## src/rtl/vga_timing_pkg.sv

```systemverilog
// Shared 640x480@60 raster constants and the coordinate width used by every renderer.
package vga_timing_pkg;

    localparam int unsigned COORD_W  = 10;

    localparam int unsigned H_ACTIVE = 640;
    localparam int unsigned H_FP     = 16;
    localparam int unsigned H_SYNC   = 96;
    localparam int unsigned H_BP     = 48;
    localparam int unsigned V_ACTIVE = 480;
    localparam int unsigned V_FP     = 10;
    localparam int unsigned V_SYNC   = 2;
    localparam int unsigned V_BP     = 33;

    localparam int unsigned H_TOTAL  = H_ACTIVE + H_FP + H_SYNC + H_BP;
    localparam int unsigned V_TOTAL  = V_ACTIVE + V_FP + V_SYNC + V_BP;

    localparam int unsigned CLK_DIV_DEF = 4;

endpackage

```

## src/rtl/vga_timing_gen_if.sv

```systemverilog
// Raster bus from the timing generator to the renderers and colour mux.
interface vga_timing_gen_if;
    import vga_timing_pkg::*;

    logic [COORD_W-1:0] x;
    logic [COORD_W-1:0] y;
    logic               hsync;
    logic               vsync;
    logic               video_on;
    logic               pixel_tick;
    logic               line_start;
    logic               frame_start;

    modport master (
        output x, y, hsync, vsync, video_on, pixel_tick, line_start, frame_start
    );

    modport slave (
        input  x, y, hsync, vsync, video_on, pixel_tick, line_start, frame_start
    );

endinterface

```

## src/rtl/pixel_clk_en.sv

```systemverilog
// System-clock prescaler: one-clk pixel-rate enable, first pulse on the CLK_DIV-th edge after reset.
module pixel_clk_en #(
    parameter int unsigned CLK_DIV = 4
) (
    input  logic clk,
    input  logic rst_n,
    output logic o_pixel_tick
);

    localparam int unsigned DIV_W = (CLK_DIV > 1) ? $clog2(CLK_DIV) : 1;
    localparam logic [DIV_W-1:0] DIV_LAST = DIV_W'(CLK_DIV - 1);

    if (CLK_DIV < 1) begin : g_bad_div
        $error("pixel_clk_en: CLK_DIV must be >= 1");
    end

    logic [DIV_W-1:0] r_div_cnt;
    logic             r_pixel_tick;
    logic             w_div_wrap;

    assign w_div_wrap = (r_div_cnt == DIV_LAST);

    // Tick is the registered wrap, so with CLK_DIV = 1 it holds high from the first edge on.
    always_ff @(posedge clk or negedge rst_n) begin
        if (!rst_n) begin
            r_div_cnt    <= '0;
            r_pixel_tick <= 1'b0;
        end else begin
            r_div_cnt    <= w_div_wrap ? '0 : r_div_cnt + DIV_W'(1);
            r_pixel_tick <= w_div_wrap;
        end
    end

    assign o_pixel_tick = r_pixel_tick;

endmodule

```

## src/rtl/vga_timing_gen.sv

```systemverilog
// VGA raster generator: h/v scan counters, sync/blank decode and line/frame strobes.
module vga_timing_gen #(
    parameter int unsigned H_ACTIVE    = vga_timing_pkg::H_ACTIVE,
    parameter int unsigned H_FP        = vga_timing_pkg::H_FP,
    parameter int unsigned H_SYNC      = vga_timing_pkg::H_SYNC,
    parameter int unsigned H_BP        = vga_timing_pkg::H_BP,
    parameter int unsigned V_ACTIVE    = vga_timing_pkg::V_ACTIVE,
    parameter int unsigned V_FP        = vga_timing_pkg::V_FP,
    parameter int unsigned V_SYNC      = vga_timing_pkg::V_SYNC,
    parameter int unsigned V_BP        = vga_timing_pkg::V_BP,
    parameter int unsigned CLK_DIV     = vga_timing_pkg::CLK_DIV_DEF,
    parameter bit          SYNC_ACTIVE = 1'b0
) (
    input  logic             clk,
    input  logic             rst_n,
    vga_timing_gen_if.master o_vga
);

    import vga_timing_pkg::COORD_W;

    localparam int unsigned LINE_TOTAL  = H_ACTIVE + H_FP + H_SYNC + H_BP;
    localparam int unsigned FRAME_TOTAL = V_ACTIVE + V_FP + V_SYNC + V_BP;
    localparam int unsigned COORD_SPAN  = 1 << COORD_W;
    localparam int unsigned HS_BEG      = H_ACTIVE + H_FP;
    localparam int unsigned VS_BEG      = V_ACTIVE + V_FP;

    if (LINE_TOTAL > COORD_SPAN || LINE_TOTAL == 0) begin : g_bad_h_total
        $error("vga_timing_gen: H_TOTAL must be 1..1024");
    end
    if (FRAME_TOTAL > COORD_SPAN || FRAME_TOTAL == 0) begin : g_bad_v_total
        $error("vga_timing_gen: V_TOTAL must be 1..1024");
    end

    localparam logic [COORD_W-1:0] H_LAST = COORD_W'(LINE_TOTAL - 1);
    localparam logic [COORD_W-1:0] V_LAST = COORD_W'(FRAME_TOTAL - 1);

    function automatic logic in_window(
        input logic [COORD_W-1:0] c,
        input int unsigned        lo,
        input int unsigned        len
    );
        return (32'(c) >= lo) && (32'(c) < lo + len);
    endfunction

    logic               w_pixel_tick;
    logic [COORD_W-1:0] w_h_nxt;
    logic [COORD_W-1:0] w_v_nxt;
    logic               w_line_wrap;
    logic               w_frame_wrap;

    logic [COORD_W-1:0] r_h;
    logic [COORD_W-1:0] r_v;
    logic               r_hsync;
    logic               r_vsync;
    logic               r_video_on;
    logic               r_line_start;
    logic               r_frame_start;

    pixel_clk_en #(
        .CLK_DIV (CLK_DIV)
    ) u_pixel_clk_en (
        .clk          (clk),
        .rst_n        (rst_n),
        .o_pixel_tick (w_pixel_tick)
    );

    // Next scan position; decoded outputs are registered from it so they line up with x/y.
    always_comb begin
        w_h_nxt      = r_h;
        w_v_nxt      = r_v;
        w_line_wrap  = w_pixel_tick && (r_h == H_LAST);
        w_frame_wrap = w_line_wrap && (r_v == V_LAST);
        if (w_pixel_tick) begin
            if (r_h == H_LAST) begin
                w_h_nxt = '0;
                w_v_nxt = (r_v == V_LAST) ? '0 : r_v + COORD_W'(1);
            end else begin
                w_h_nxt = r_h + COORD_W'(1);
            end
        end
    end

    always_ff @(posedge clk or negedge rst_n) begin
        if (!rst_n) begin
            r_h           <= '0;
            r_v           <= '0;
            r_hsync       <= ~SYNC_ACTIVE;
            r_vsync       <= ~SYNC_ACTIVE;
            r_video_on    <= 1'b1;
            r_line_start  <= 1'b0;
            r_frame_start <= 1'b0;
        end else begin
            r_h           <= w_h_nxt;
            r_v           <= w_v_nxt;
            r_hsync       <= in_window(w_h_nxt, HS_BEG, H_SYNC) ? SYNC_ACTIVE : ~SYNC_ACTIVE;
            r_vsync       <= in_window(w_v_nxt, VS_BEG, V_SYNC) ? SYNC_ACTIVE : ~SYNC_ACTIVE;
            r_video_on    <= (32'(w_h_nxt) < H_ACTIVE) && (32'(w_v_nxt) < V_ACTIVE);
            r_line_start  <= w_line_wrap;
            r_frame_start <= w_frame_wrap;
        end
    end

    assign o_vga.x           = r_h;
    assign o_vga.y           = r_v;
    assign o_vga.hsync       = r_hsync;
    assign o_vga.vsync       = r_vsync;
    assign o_vga.video_on    = r_video_on;
    assign o_vga.pixel_tick  = w_pixel_tick;
    assign o_vga.line_start  = r_line_start;
    assign o_vga.frame_start = r_frame_start;

endmodule

```

## src/flat_wrapper.sv

```systemverilog
// flat-port wrapper written by rule: the top's interface ports become plain ports
module vga_timing_gen_flat import vga_timing_pkg::COORD_W;
#(
    parameter int unsigned H_ACTIVE    = vga_timing_pkg::H_ACTIVE,
    parameter int unsigned H_FP        = vga_timing_pkg::H_FP,
    parameter int unsigned H_SYNC      = vga_timing_pkg::H_SYNC,
    parameter int unsigned H_BP        = vga_timing_pkg::H_BP,
    parameter int unsigned V_ACTIVE    = vga_timing_pkg::V_ACTIVE,
    parameter int unsigned V_FP        = vga_timing_pkg::V_FP,
    parameter int unsigned V_SYNC      = vga_timing_pkg::V_SYNC,
    parameter int unsigned V_BP        = vga_timing_pkg::V_BP,
    parameter int unsigned CLK_DIV     = vga_timing_pkg::CLK_DIV_DEF,
    parameter bit          SYNC_ACTIVE = 1'b0
)
  (clk, rst_n, o_vga_x, o_vga_y, o_vga_hsync, o_vga_vsync, o_vga_video_on, o_vga_pixel_tick, o_vga_line_start, o_vga_frame_start);
  vga_timing_gen_if o_vga_i ();
  input  logic clk;
  input  logic rst_n;
  output wire logic [$bits(o_vga_i.x)-1:0] o_vga_x;
  output wire logic [$bits(o_vga_i.y)-1:0] o_vga_y;
  output wire logic [$bits(o_vga_i.hsync)-1:0] o_vga_hsync;
  output wire logic [$bits(o_vga_i.vsync)-1:0] o_vga_vsync;
  output wire logic [$bits(o_vga_i.video_on)-1:0] o_vga_video_on;
  output wire logic [$bits(o_vga_i.pixel_tick)-1:0] o_vga_pixel_tick;
  output wire logic [$bits(o_vga_i.line_start)-1:0] o_vga_line_start;
  output wire logic [$bits(o_vga_i.frame_start)-1:0] o_vga_frame_start;
  assign o_vga_x = o_vga_i.x;
  assign o_vga_y = o_vga_i.y;
  assign o_vga_hsync = o_vga_i.hsync;
  assign o_vga_vsync = o_vga_i.vsync;
  assign o_vga_video_on = o_vga_i.video_on;
  assign o_vga_pixel_tick = o_vga_i.pixel_tick;
  assign o_vga_line_start = o_vga_i.line_start;
  assign o_vga_frame_start = o_vga_i.frame_start;
  vga_timing_gen #(.H_ACTIVE(H_ACTIVE), .H_FP(H_FP), .H_SYNC(H_SYNC), .H_BP(H_BP), .V_ACTIVE(V_ACTIVE), .V_FP(V_FP), .V_SYNC(V_SYNC), .V_BP(V_BP), .CLK_DIV(CLK_DIV), .SYNC_ACTIVE(SYNC_ACTIVE)) u_core (.clk(clk), .rst_n(rst_n), .o_vga(o_vga_i));
endmodule
```

## config.mk

```make
export PLATFORM = sky130hd
export DESIGN_NAME = vga_timing_gen_flat
export DESIGN_NICKNAME = d
export VERILOG_FILES = /design/src/rtl/vga_timing_pkg.sv /design/src/rtl/vga_timing_gen_if.sv /design/src/rtl/pixel_clk_en.sv /design/src/rtl/vga_timing_gen.sv /design/src/flat_wrapper.sv
export SDC_FILE = /design/constraint.sdc
export NUM_CORES = 1
export LEC_CHECK = 0
export CAP_MARGIN = 20
export CORE_AREA = 2 2 65 55
export CTS_BUF_LIST = sky130_fd_sc_hd__clkbuf_4
export CTS_CLUSTER_SIZE = 16
export DETAILED_ROUTE_END_ITERATION = 16
export DIE_AREA = 0 0 67 57
export GPL_TIMING_DRIVEN = 1
export PLACE_DENSITY = 0.76
export SETUP_SLACK_MARGIN = 0.02
export SLEW_MARGIN = 20
export SYNTH_ARGS = -nofsm -noshare
export SYNTH_HDL_FRONTEND = slang
export SYNTH_SLANG_ARGS = --single-unit
```

## constraint.sdc

```tcl
create_clock -name clk -period 1.9 [get_ports clk]
set_input_delay 0.38 -clock clk [delete_from_list [all_inputs] [get_ports clk]]
set_output_delay 0.38 -clock clk [all_outputs]
set_load 0.05 [all_outputs]
```

# Yosys cells after proc, flatten, opt, wreduce, memory -nomap -nowiden
# Index checks and enable logic that the tools add are counted.
[totals]
regBits = 28
latchBits = 0
ram_bits = 0
mem_bits_ro = 0
input_bits = 2
output_inout_bits = 26
wordCells = 34
n_memories = 0
[op_classes]
add_sub_neg = 3
n_mul = 0
div = 0
magnitude_cmp = 6
n_eq_ne = 3
n_shift = 0
muxes = 8
bitwise_logic = 0
n_reduce_logical = 5
[op_table]
columns = ["operator", "n"]
rows = [
  ["$mux W10", 5],
  ["$add A10 B1 Y10 const B", 2],
  ["$eq A10 B10 Y1 const B", 2],
  ["$lt A10 B10 Y1 const B", 2],
  ["$lt A10 B9 Y1 const B", 2],
  ["$ge A10 B10 Y1 const B", 1],
  ["$ge A10 B9 Y1 const B", 1],
  ["$logic_and A1 B1 Y1", 5],
  ["$add A2 B1 Y2 const B", 1],
  ["$eq A2 B2 Y1 const B", 1],
  ["$mux W1", 2],
  ["$mux W2", 1],
]

# Longest topological paths before layout
# Gate-level depths: netlist of the first run.
[depth]
word_depth = 7
ltp_mapped = 9

# Cells and area by module
# A second synthesis of the first run with hierarchy kept.
[unflattened]
hier_cells = 141
hier_area_um2 = 1423.9
[modules_own_cells]
columns = ["module", "instances", "cells_per_inst", "area_per_inst_um2"]
rows = [
  ["vga_timing_gen", 1, 136, 1332.5],
  ["pixel_clk_en", 1, 5, 91.3],
]

# Worst setup path after synthesis of the first run
# No wires, ideal clock.
[synth_path]
path_kind = "reg2reg"
from = "register u_core.r_v[1], in the netlist u_core.o_vga.y[1]"
to = "register u_core.r_vsync, in the netlist u_core.o_vga.vsync"
arrival_time_ps = 2245
t_required_ps = 1834
setup_slack_ps = -411
path_stages_with_launch = 9
synth_period_minus_slack_ps = 2311
cell_sequence = "dfrtp_1 > inv_1 > ha_1 > or4b_4 > or4_4 > nand3_2 > o21ai_2 > and3b_1 > nand4_1"
[synth_via]
elab_chain_cells = 7
elab_cells_between_ends = 9
classes_between = "add/sub: 1; order compare: 2; eq/ne: 1; mux: 4; reduce/logical: 1"
[synth_rtl]
columns = ["item", "line_no", "text"]
rows = [
  ["start, declared", "vga_timing_gen.sv:52", "logic [COORD_W-1:0] r_v;"],
  ["start signal, assigned", "vga_timing_gen.sv:94", "r_v <= w_v_nxt;"],
  ["$add A10 B1 Y10 / $eq A10 B10 Y1 (equally long branches)", "vga_timing_gen.sv:76", "w_v_nxt = (r_v == V_LAST) ? '0 : r_v + COORD_W'(1);"],
  ["$mux W10", "vga_timing_gen.sv:76", ""],
  ["$mux W10", "vga_timing_gen.sv:74", "if (r_h == H_LAST) begin"],
  ["$mux W10 *", "vga_timing_gen.sv:73", "if (w_pixel_tick) begin"],
  ["via u_core.w_v_nxt[1]", "vga_timing_gen.sv:47", "logic [COORD_W-1:0] w_v_nxt;"],
  ["$ge A10 B9 Y1 / $lt A10 B9 Y1 (equally long branches)", "vga_timing_gen.sv:42", "return (32'(c) >= lo) && (32'(c) < lo + len);"],
  ["$logic_and A1 B1 Y1 *", "vga_timing_gen.sv:42", ""],
  ["$mux W1 *", "vga_timing_gen.sv:96", "r_vsync <= in_window(w_v_nxt, VS_BEG, V_SYNC) ? SYNC_ACTIVE : ~SYNC_ACTIVE;"],
  ["end signal, assigned", "vga_timing_gen.sv:88", "r_vsync <= ~SYNC_ACTIVE;"],
  ["end signal, assigned", "vga_timing_gen.sv:96", ""],
  ["end, declared", "vga_timing_gen.sv:54", "logic r_vsync;"],
]
# The timed path passes the listed nets; every way through them passes the cells marked *.

# Worst setup path in the final report of the first run
# Ends and elaborated chain as after synthesis.

==> results of run 1 <==
## synthesized netlist by cell type (all sizes together)
master / count
xnor2: 5
a21o: 2
and3b: 1
o2bb2ai: 1
dfrtp: 25
nand2: 22
dfstp: 3
a32o: 1
or2b: 1
and4b: 1
and2: 2
o21a: 1
a31oi: 2
o22ai: 1
ha: 4
or4: 1
and3: 1
o21ai: 13
xor2: 6
nand4: 6
and4: 4
nand3: 7
nor4: 2
buf: 3
nor3: 5
nand4b: 1
inv: 7
or4b: 1
nor2: 13
a21oi: 4
mux2: 2
clkbuf: 4
## worst max-delay path, stage by stage, from the launching register on
cell and delay, ns:
dfrtp_2 0.45, inv_2 0.08, ha_4 0.12, or4b_4 0.47
or4_4 0.53, nand3_2 0.10, o21ai_2 0.06, and3b_1 0.17
nand4_1 0.09
## final timing paths
check,from,to,slack [ns],cells after the start
worst max register to register,u_core.o_vga.y[1],u_core.o_vga.vsync,-0.22,8
max in group asynchronous,rst_n,u_core.o_vga.hsync,1.19,2
worst min register to register,u_core.u_pixel_clk_en.r_div_cnt[0],u_core.u_pixel_clk_en.r_div_cnt[0],0.44,1
worst max-delay path,u_core.o_vga.y[1],u_core.o_vga.vsync,-0.22,8
min in group clk,u_core.u_pixel_clk_en.r_div_cnt[0],u_core.u_pixel_clk_en.r_div_cnt[0],0.44,1
worst min-delay path,rst_n,u_core.o_vga.x[2],0.41,2
## area by class of cell
type                            instances  area, um^2
Fill cell                             279        1240
Clock inverter                          1        3.75
Multi-Input combinational cell        110         759
Timing Repair Buffer                   53         414
Inverter                                7        28.8
Clock buffer                            3        22.5
Tap cell                               42        52.6
Sequential cell                        28         711
## cells by family after synthesis
family          synth area share (%)
simple gates                    25.3
flops                           48.0
compound gates                  10.4
buf+inv                         4.69
xor+xnor                        6.57
fa+ha+maj                       3.41
mux                             1.54
## stage by stage
step | instances | setup slack, ns | hold slack, ns
finish | 244 | -0.224 | 0.407
global route | 244 | -0.265 | 0.437
CTS | 242 | -0.196 | 0.415
detailed placement | 237 | -0.162 | 0.422
global placement | 237 | -0.110 | 0.415
floorplan | 152 | -0.256 | 0.0844
## state kept, by name, indices dropped and copies added, names as in the netlist
| register | cells |
|---|---|
| u_core.o_vga.x | 10 |
| u_core.o_vga.y | 10 |
| u_core.u_pixel_clk_en.r_div_cnt | 2 |
| u_core.o_vga.frame_start | 1 |
| u_core.o_vga.hsync | 1 |
| u_core.o_vga.line_start | 1 |
| u_core.o_vga.video_on | 1 |
| u_core.o_vga.vsync | 1 |
| u_core.u_pixel_clk_en.o_pixel_tick | 1 |
## routing by layer
layer | track usage, % | part of all wire, % | vias to the layer above
met2 | 30.7 | 50 | 29
li1 | - | - | 635
met3 | 2.37 | 3.7 | 8
met1 | 28.2 | 44 | 632
met5 | 0 | 0 | -
met4 | 7.87 | 1.5 | 0
## what timing repair did
item / in CTS / in global routing
buffers inserted: 1 / 2
resized for setup: 5 / 9
setup endpoints to repair: 7 / 11
pin swaps: 1 / 2
## power by group through the flow
stage / combinational (mW) / clock (mW) / sequential (mW)
2_1_floorplan: 0.000000281 / 0 / 0.607
6_report: 0.0140 / 0.244 / 0.596
4_1_cts: 0.0154 / 0.255 / 0.596
3_3_place_gp: 0.0151 / 0 / 0.607
3_5_place_dp: 0.0154 / 0 / 0.607
5_1_grt: 0.0173 / 0.285 / 0.597
==> results.toml, run 1 <==
[synth]
syn_inst = 152
syn_area_um2 = 1470
ys_seq_area_share_pct = 48.0
syn_avg_cell_area_um2 = 9.65
yosys_warnings = 0
synth_nets = 158
synth-seq-cells = 28
synth_top_area_share_pct = 42.7
yosysTopAreaCell = "dfrtp_1"
synth_cell_types = 37
synthTopCellsByArea = "dfrtp_1 43%, nand2_1 5.6%, dfstp_2 5.4%"

[cells_and_area]
final_cell_mix = "49 x buf_4, 21 x nand2_1, 20 x dfrtp_1"
final_core_util_pct = 61.6
nets = 209
area_growth_pct = 35.8
num_antenna_cells = 0
layout_commonest_cell = "buf_4"
stdcell_area_um2 = 1990
layout-drive-gt1-share_pct = 40.1

[cts]
hold_buffers = 0
insertion_delay_ns = 0.32
numClockSinks = 28
clk_pin_slew_ns = 0.14
cts_buffers = 3
root_buffer = "clkbuf_4"
h-tree-depth = 1
clock_path_buffers = 2
cts_tree = "yes"

[timing]
hold_viol_final = 0
setup_ws_ns = -0.224
fin_crit_ns = 2.12
timing.slew.headroom_pct = 66.5
period_share_pct = 112
skew_ns = 0.00331
drv_slew = 0
fmax_mhz = 471
setup-violations-final = 7
finalSetupTns_ns = -0.910
rsz0062_at_grt = "yes"
worst_pin_slew_ns = 0.502

[grt]
grt_max_degree = 29
antenna_found_initial = 0
grtUsageTotal_pct = 19.7
gr-total-overflow = 0
grt_pass1_vias = 1232
grt_pass1_wl_um = 5730

[floorplanning]
core_area_um2 = 3230
io_pins = 28
die_w_um = 67
initial_core_util_pct = 45.4
die_area_um2 = 3820
die_h_um = 57
std_cell_rows = 19

[min_path]
hold_path.class = "input pin to asynchronous set/reset pin"

[power]
combPwrFrac_pct = 1.6
switching_share_pct = 20.8
internal_power_mw = 0.676
p_total_mw = 0.854
net-switching-power_mw = 0.178
leakage_nw = 0.939
p_seq_share_pct = 69.8
power_density_nw_per_um2 = 429
p_clk_share_pct = 28.6
ir_drop_uv = 275

[routing]
vias = 1304
wire_per_inst_um = 14.5
vias_per_cell = 5.34
dr.pass1.iters = 4
drt_iter0_markers = 107
postRouteAntennaNets = 0
wirelength_um = 3550
drc_errors = 0

[placed_design]
port_buffers = 27
dpl_cell_area_um2 = 1880
dpl.hpwl_um = 2610
gp_congestion = 1.06

[flow_run]
cap_violations = 0

[setup_path]
critPathMaxFanout = 3
required_ns = 2.17
end_kind = "register"
arrival_ns = 2.40
cp-start-kind = "register"
criticalPathCategory = "register to register"

[outcome]
status = "finished, violations left"
violations = "negative setup slack"
Note: power is estimated with default switching activity, not from simulation.
==> run 2: changes to the inputs <==
--- a/config.mk
+++ b/config.mk
@@ -6,15 +6,16 @@
 export NUM_CORES = 1
 export LEC_CHECK = 0
 export CAP_MARGIN = 20
-export CORE_AREA = 2 2 65 55
+export CORE_AREA = 2 2 64 54
 export CTS_BUF_LIST = sky130_fd_sc_hd__clkbuf_4
 export CTS_CLUSTER_SIZE = 16
 export DETAILED_ROUTE_END_ITERATION = 16
-export DIE_AREA = 0 0 67 57
+export DIE_AREA = 0 0 66 56
 export GPL_TIMING_DRIVEN = 1
 export PLACE_DENSITY = 0.76
-export SETUP_SLACK_MARGIN = 0.02
-export SLEW_MARGIN = 20
+export SETUP_SLACK_MARGIN = 0.05
+export SLEW_MARGIN = 0
 export SYNTH_ARGS = -nofsm -noshare
 export SYNTH_HDL_FRONTEND = slang
+export SYNTH_HIERARCHICAL = 1
 export SYNTH_SLANG_ARGS = --single-unit
==> results.toml, run 2 <==
[outcome]
status = "finished, violations left"
violations = "negative setup slack"

[floorplanning]
io_pins = 28
initial_core_util_pct = 47.2
std_cell_rows = 18
core_area_um2 = 3020
die_area_um2 = 3700
die_w_um = 66
die_h_um = 56

[routing]
wire_per_inst_um = 14.9
vias_per_cell = 5.35
dr.pass1.iters = 4
drt_iter0_markers = 101
drc_errors = 0
wirelength_um = 3660
vias = 1315
postRouteAntennaNets = 0

[grt]
grt_pass1_wl_um = 5730
grtUsageTotal_pct = 20.1
grt_max_degree = 29
gr-total-overflow = 0
grt_pass1_vias = 1272
antenna_found_initial = 0

[synth]
synthTopCellsByArea = "dfrtp_1 44%, dfstp_2 5.5%, xnor2_1 5.5%"
syn_inst = 141
synth_flop_cell = "dfrtp_1"
synth_cell_types = 39
yosys_warnings = 6
synth_edf_count = 0
yosysMostFrequentCell = "dfrtp_1"
synth_nets = 147
synth-seq-cells = 28
synthArstFlopShare_pct = 100
syn_avg_cell_area_um2 = 10.1
syn_area_um2 = 1420
yosys-top-cells-count = "25 x dfrtp_1, 20 x nand2_1, 9 x nor2_1, 9 x xnor2_1, 8 x inv_1"
synth_top_area_share_pct = 43.9
ys_seq_area_share_pct = 49.5
yosysTopAreaCell = "dfrtp_1"

[placed_design]
gp_congestion = 0.825
port_buffers = 27
dpl.hpwl_um = 2530
placedCellCount = 238

[cells_and_area]
layout-drive-gt1-share_pct = 50.5
layout_commonest_cell = "buf_4"
nets = 213
final_cell_mix = "59 x buf_4, 20 x nand2_1, 13 x dfrtp_2"
num_antenna_cells = 0
stdcell_count = 246
area_growth_pct = 48.2

[cts]
insertion_delay_ns = 0.34
cts_buffers = 3
numClockSinks = 28
root_buffer = "clkbuf_4"
clock_path_buffers = 2
h-tree-depth = 1
cts_tree = "yes"
clk_pin_slew_ns = 0.16

[power]
ir_drop_uv = 462
leakage_nw = 1.03
power_density_nw_per_um2 = 411

[setup_path]
critPathLaunch = "u_core/o_vga.x[7]"
r2r_cells = 8
end_kind = "register"
cp-start-kind = "register"
reg2reg_to = "u_core/o_vga.video_on"
arrival_ns = 2.46
r2r_setup_slack_ns = -0.28
critPathMaxFanout = 7
r2r_start = "u_core/o_vga.x[7]"
criticalPathCategory = "register to register"
required_ns = 2.18
cp-endpoint = "u_core/o_vga.video_on"

[timing]
hold_viol_final = 0
timing.slew.headroom_pct = 67.0
finalSetupTns_ns = -1.76
rsz0062_at_grt = "yes"
period_share_pct = 115
fmax_mhz = 458
drv_slew = 0
setup-violations-final = 13
skew_ns = 0.0190
setup_ws_ns = -0.283
fin_crit_ns = 2.18
worst_pin_slew_ns = 0.496

[min_path]
hold_path.class = "input pin to asynchronous set/reset pin"

[flow_run]
cap_violations = 0
==> run 2: changes by cell type after synthesis, moves of 2 or more <==
cell      delta
and4_1       -3
nand2b_1     +2
nand2_1      -2
clkbuf_1     -2
or3_1        +2
buf_2        +2
xnor2_1      +4
a41o_1       +2
o21ai_0      -6
o21ai_2      -2
nor2_1       -4
or4_1        +2
==> run 2: layout make-up <==
class / count / area (um^2)
fillers: 233 / 908
repair buffers: 66 / 524
flip-flops and latches: 28 / 721
well taps: 40 / 50.0
clock inverters: 1 / 3.75
clock buffers: 3 / 22.5
inverters: 8 / 32.5
multi-input cells: 100 / 756
==> run 2: critical path, stage by stage, from the launching register on <==
cell	delay, ns
dfrtp_2	0.43
or3b_1	0.40
or4_4	0.43
buf_6	0.16
buf_4	0.14
nor4_4	0.18
xnor2_2	0.16
nor2_2	0.06
nor3_2	0.17
==> run 2: worst min path at each step <==
stage,startpoint,end,slack (ns),cells after the start
6_report,rst_n,u_core/o_vga.x[5],0.40,2
5_1_grt,rst_n,u_core/o_vga.x[9],0.42,2
4_1_cts,rst_n,u_core/o_vga.x[5],0.42,2
3_5_place_dp,u_core/u_pixel_clk_en/r_div_cnt[0],u_core/u_pixel_clk_en/r_div_cnt[0],0.42,1
3_3_place_gp,u_core/u_pixel_clk_en/r_div_cnt[0],u_core/u_pixel_clk_en/r_div_cnt[0],0.41,1
2_1_floorplan,rst_n,u_core/o_vga.frame_start,0.08,0
==> run 2: timing repair <==
action	CTS	global route
gates resized for setup	19	2
endpoints found under the setup margin	16	18
hold buffers	0	0
pin swaps	6	4
buffers inserted	4	1
gates cloned	0	0
endpoints found under the hold margin	0	0
==> run 2: kinds of logic after synthesis <==
group	share of synthesized area [%]
adder cells (fa/ha/maj)	3.52
flip-flops	49.5
AO/OA/AOI/OAI	7.03
multiplexers	1.49
AND/OR/NAND/NOR	24.9
buffers and inverters	4.39
XOR/XNOR	9.23
==> run 2: routing by layer <==
metal,routed length (um),global-route usage (%),up-vias
met5,0,0,-
met4,42,5.25,0
met2,1860,34.1,40
met1,1530,25.2,651
li1,-,-,618
met3,224,5.26,6
==> run 2: stage by stage <==
stage | hold slack (ns) | power [mW] | cell area [um^2] | utilization, % | setup slack (ns)
after CTS | 0.416 | 0.873 | 2090 | 69.3 | -0.240
after detailed placement | 0.420 | 0.623 | 1980 | 65.5 | -0.313
final | 0.396 | 0.868 | 2110 | 69.9 | -0.283
after global placement | 0.414 | 0.622 | 1980 | 65.5 | -0.226
after floorplan | 0.0844 | 0.607 | 1480 | - | -0.384
after global routing | 0.417 | 0.892 | 2110 | 69.9 | -0.349
==> run 2: where the power goes <==
part           switching (mW)  leakage, nW  internal, mW
Combinational          0.0115        0.666       0.00315
Clock                   0.179       0.0154        0.0771
Sequential                  0        0.347         0.596
==> run 3: changes to the inputs <==
--- a/config.mk
+++ b/config.mk
@@ -6,13 +6,13 @@
 export NUM_CORES = 1
 export LEC_CHECK = 0
 export CAP_MARGIN = 20
-export CORE_AREA = 2 2 64 54
+export CORE_AREA = 2 2 61 52
 export CTS_BUF_LIST = sky130_fd_sc_hd__clkbuf_4
 export CTS_CLUSTER_SIZE = 16
 export DETAILED_ROUTE_END_ITERATION = 16
-export DIE_AREA = 0 0 66 56
+export DIE_AREA = 0 0 63 54
 export GPL_TIMING_DRIVEN = 1
-export PLACE_DENSITY = 0.76
+export PLACE_DENSITY = 0.79
 export SETUP_SLACK_MARGIN = 0.05
 export SLEW_MARGIN = 0
 export SYNTH_ARGS = -nofsm -noshare
==> constraint.sdc (replaced) <==
create_clock -name clk -period 2.3 [get_ports clk]
set_input_delay 0.46 -clock clk [delete_from_list [all_inputs] [get_ports clk]]
set_output_delay 0.46 -clock clk [all_outputs]
set_load 0.05 [all_outputs]
==> results.toml, run 3 (same netlist as run 2, synthesis figures left out) <==
[floorplanning]
initial_core_util_pct = 49.8
io_pins = 28
core_area_um2 = 2860
die_w_um = 63
die_h_um = 54
std_cell_rows = 18
die_area_um2 = 3400

[timing]
fin_crit_ns = 2.22
drv_slew = 0
rsz0062_at_grt = "yes"
finalSetupTns_ns = 0
worst_pin_slew_ns = 0.513
fmax_mhz = 451
setup-violations-final = 0
hold_viol_final = 0
period_share_pct = 96.3
timing.slew.headroom_pct = 65.7
skew_ns = 0.0163

[cells_and_area]
fillers = 228
stdcell_area_um2 = 1890
final_core_util_pct = 66.2
regArea_um2 = 718
num_antenna_cells = 0
layout-drive-gt1-share_pct = 23.7
layout_commonest_cell = "clkdlybuf4s50_1"
area_growth_pct = 33.0
final_cell_mix = "26 x clkdlybuf4s50_1, 20 x nand2_1, 14 x dfrtp_1"
nets = 184
multiInputGateArea_um2 = 722

[setup_path]
max_stage_delay_ns = 0.52
end_kind = "register"
crit_slowest_cell = "or4_4"
critPathMaxFanout = 7
path_cells = "or3b_1 > or4_4 > nor4_2 > xnor2_1 > nor2_2 > nor3_2"
path_depth = 6
arrival_ns = 2.49
cp_num_buf_inv = 0
cp-start-kind = "register"
r2r_cells = 6
critPathTopFamily = "simple AND/OR/NAND/NOR gates"
criticalPathCategory = "register to register"
required_ns = 2.58

[min_path]
whs_path_depth = 1
hold_path.class = "register to register"

[power]
power_density_nw_per_um2 = 375
ir_drop_uv = 238
switching_share_pct = 21.3
internal_power_mw = 0.559
combPwrFrac_pct = 1.7
p_seq_share_pct = 69.4
net-switching-power_mw = 0.151
p_total_mw = 0.710
leakage_nw = 0.814
p_clk_share_pct = 29.0

[cts]
clock_path_buffers = 2
cts_setup_buffers = 0
insertion_delay_ns = 0.33
cts_buffers = 3
root_buffer = "clkbuf_4"
clk_pin_slew_ns = 0.15
cts_tree = "yes"
numClockSinks = 28
h-tree-depth = 1

[routing]
postRouteAntennaNets = 0
drt_iter0_markers = 64
vias = 1192
dr.pass1.iters = 4
wirelength_um = 3230
vias_per_cell = 5.49
wl_met3_um = 216
highest_layer = "met4"
met2WireLength_um = 1470
drt-met1-wl_um = 1490
drc_errors = 0
wire_per_inst_um = 14.9

[grt]
grt_pass1_wl_um = 5220
grt_pass1_vias = 1114
antenna_found_initial = 0
gr-total-overflow = 0
grtUsageTotal_pct = 19.9
grt_max_degree = 29

[outcome]
status = "complete, no violations"

[placed_design]
dpl.hpwl_um = 2230
port_buffers = 27
dpl_cell_area_um2 = 1820
gp_congestion = 0.930

[flow_run]
cap_violations = 0
-- run 3: cell count changes in the layout (fill, tap and decap cells not counted), moves of 2 or more --
| cell | previous run | this run |
|---|---|---|
| o21ai_0 | 3 | 5 |
| dfrtp_1 | 12 | 14 |
| buf_4 | 59 | 10 |
| nor2_2 | 3 | 1 |
| clkdlybuf4s50_1 | 1 | 26 |
| o21ai_1 | 2 | 0 |
| buf_6 | 3 | 0 |
| dfrtp_2 | 13 | 11 |
-- run 3: power groups by stage --
stage,sequential [mW],combinational (mW),clock [mW]
floorplan,0.502,0.000000307,0
global placement,0.502,0.0122,0
detailed placement,0.502,0.0125,0
CTS,0.493,0.0127,0.213
global route,0.493,0.0143,0.228
finish,0.493,0.0118,0.206
-- run 3: layout make-up --
class / count / share of cell area, %
clock buffer: 3 / 1.19
multi-input combinational: 100 / 38.1
sequential: 28 / 37.9
tap: 40 / 2.64
clock inverter: 1 / 0.198
timing repair buffer: 37 / 18.2
inverter: 8 / 1.72
-- run 3: timing repair --
| action | in CTS | in global routing |
|---|---|---|
| endpoints found under the setup margin | 5 | 4 |
| gates resized for setup | 3 | 7 |
| hold buffers | 0 | 0 |
| hold endpoints to repair | 0 | 0 |
-- run 3: through the flow --
step           instances  setup slack, ns  hold slack, ns
3_3_place_gp         213           0.0899           0.414
4_1_cts              217           0.0853           0.440
3_5_place_dp         213          -0.0177           0.421
2_1_floorplan        141           0.0160           0.164
6_report             217           0.0847           0.436
5_1_grt              217          0.00273           0.468
-- run 3: path summary, 6_finish.rpt --
path                                                    start                                 end  slack, ns
setup / recovery                            u_core/o_vga.x[7]               u_core/o_vga.video_on       0.08
hold / removal             u_core/u_pixel_clk_en/r_div_cnt[0]  u_core/u_pixel_clk_en/r_div_cnt[0]       0.44
setup reg to reg                            u_core/o_vga.x[7]               u_core/o_vga.video_on       0.08
hold reg to reg            u_core/u_pixel_clk_en/r_div_cnt[0]  u_core/u_pixel_clk_en/r_div_cnt[0]       0.44
max in group asynchronous                               rst_n                  u_core/o_vga.vsync       1.52
min in group asynchronous                               rst_n                   u_core/o_vga.x[3]       0.48
-- run 3: per-layer routing --
metal | global-route usage, % | up-vias
li1 | - | 562
met1 | 26.3 | 565
met2 | 33.7 | 59
met3 | 4.18 | 6
met4 | 5.93 | 0
met5 | 0 | -
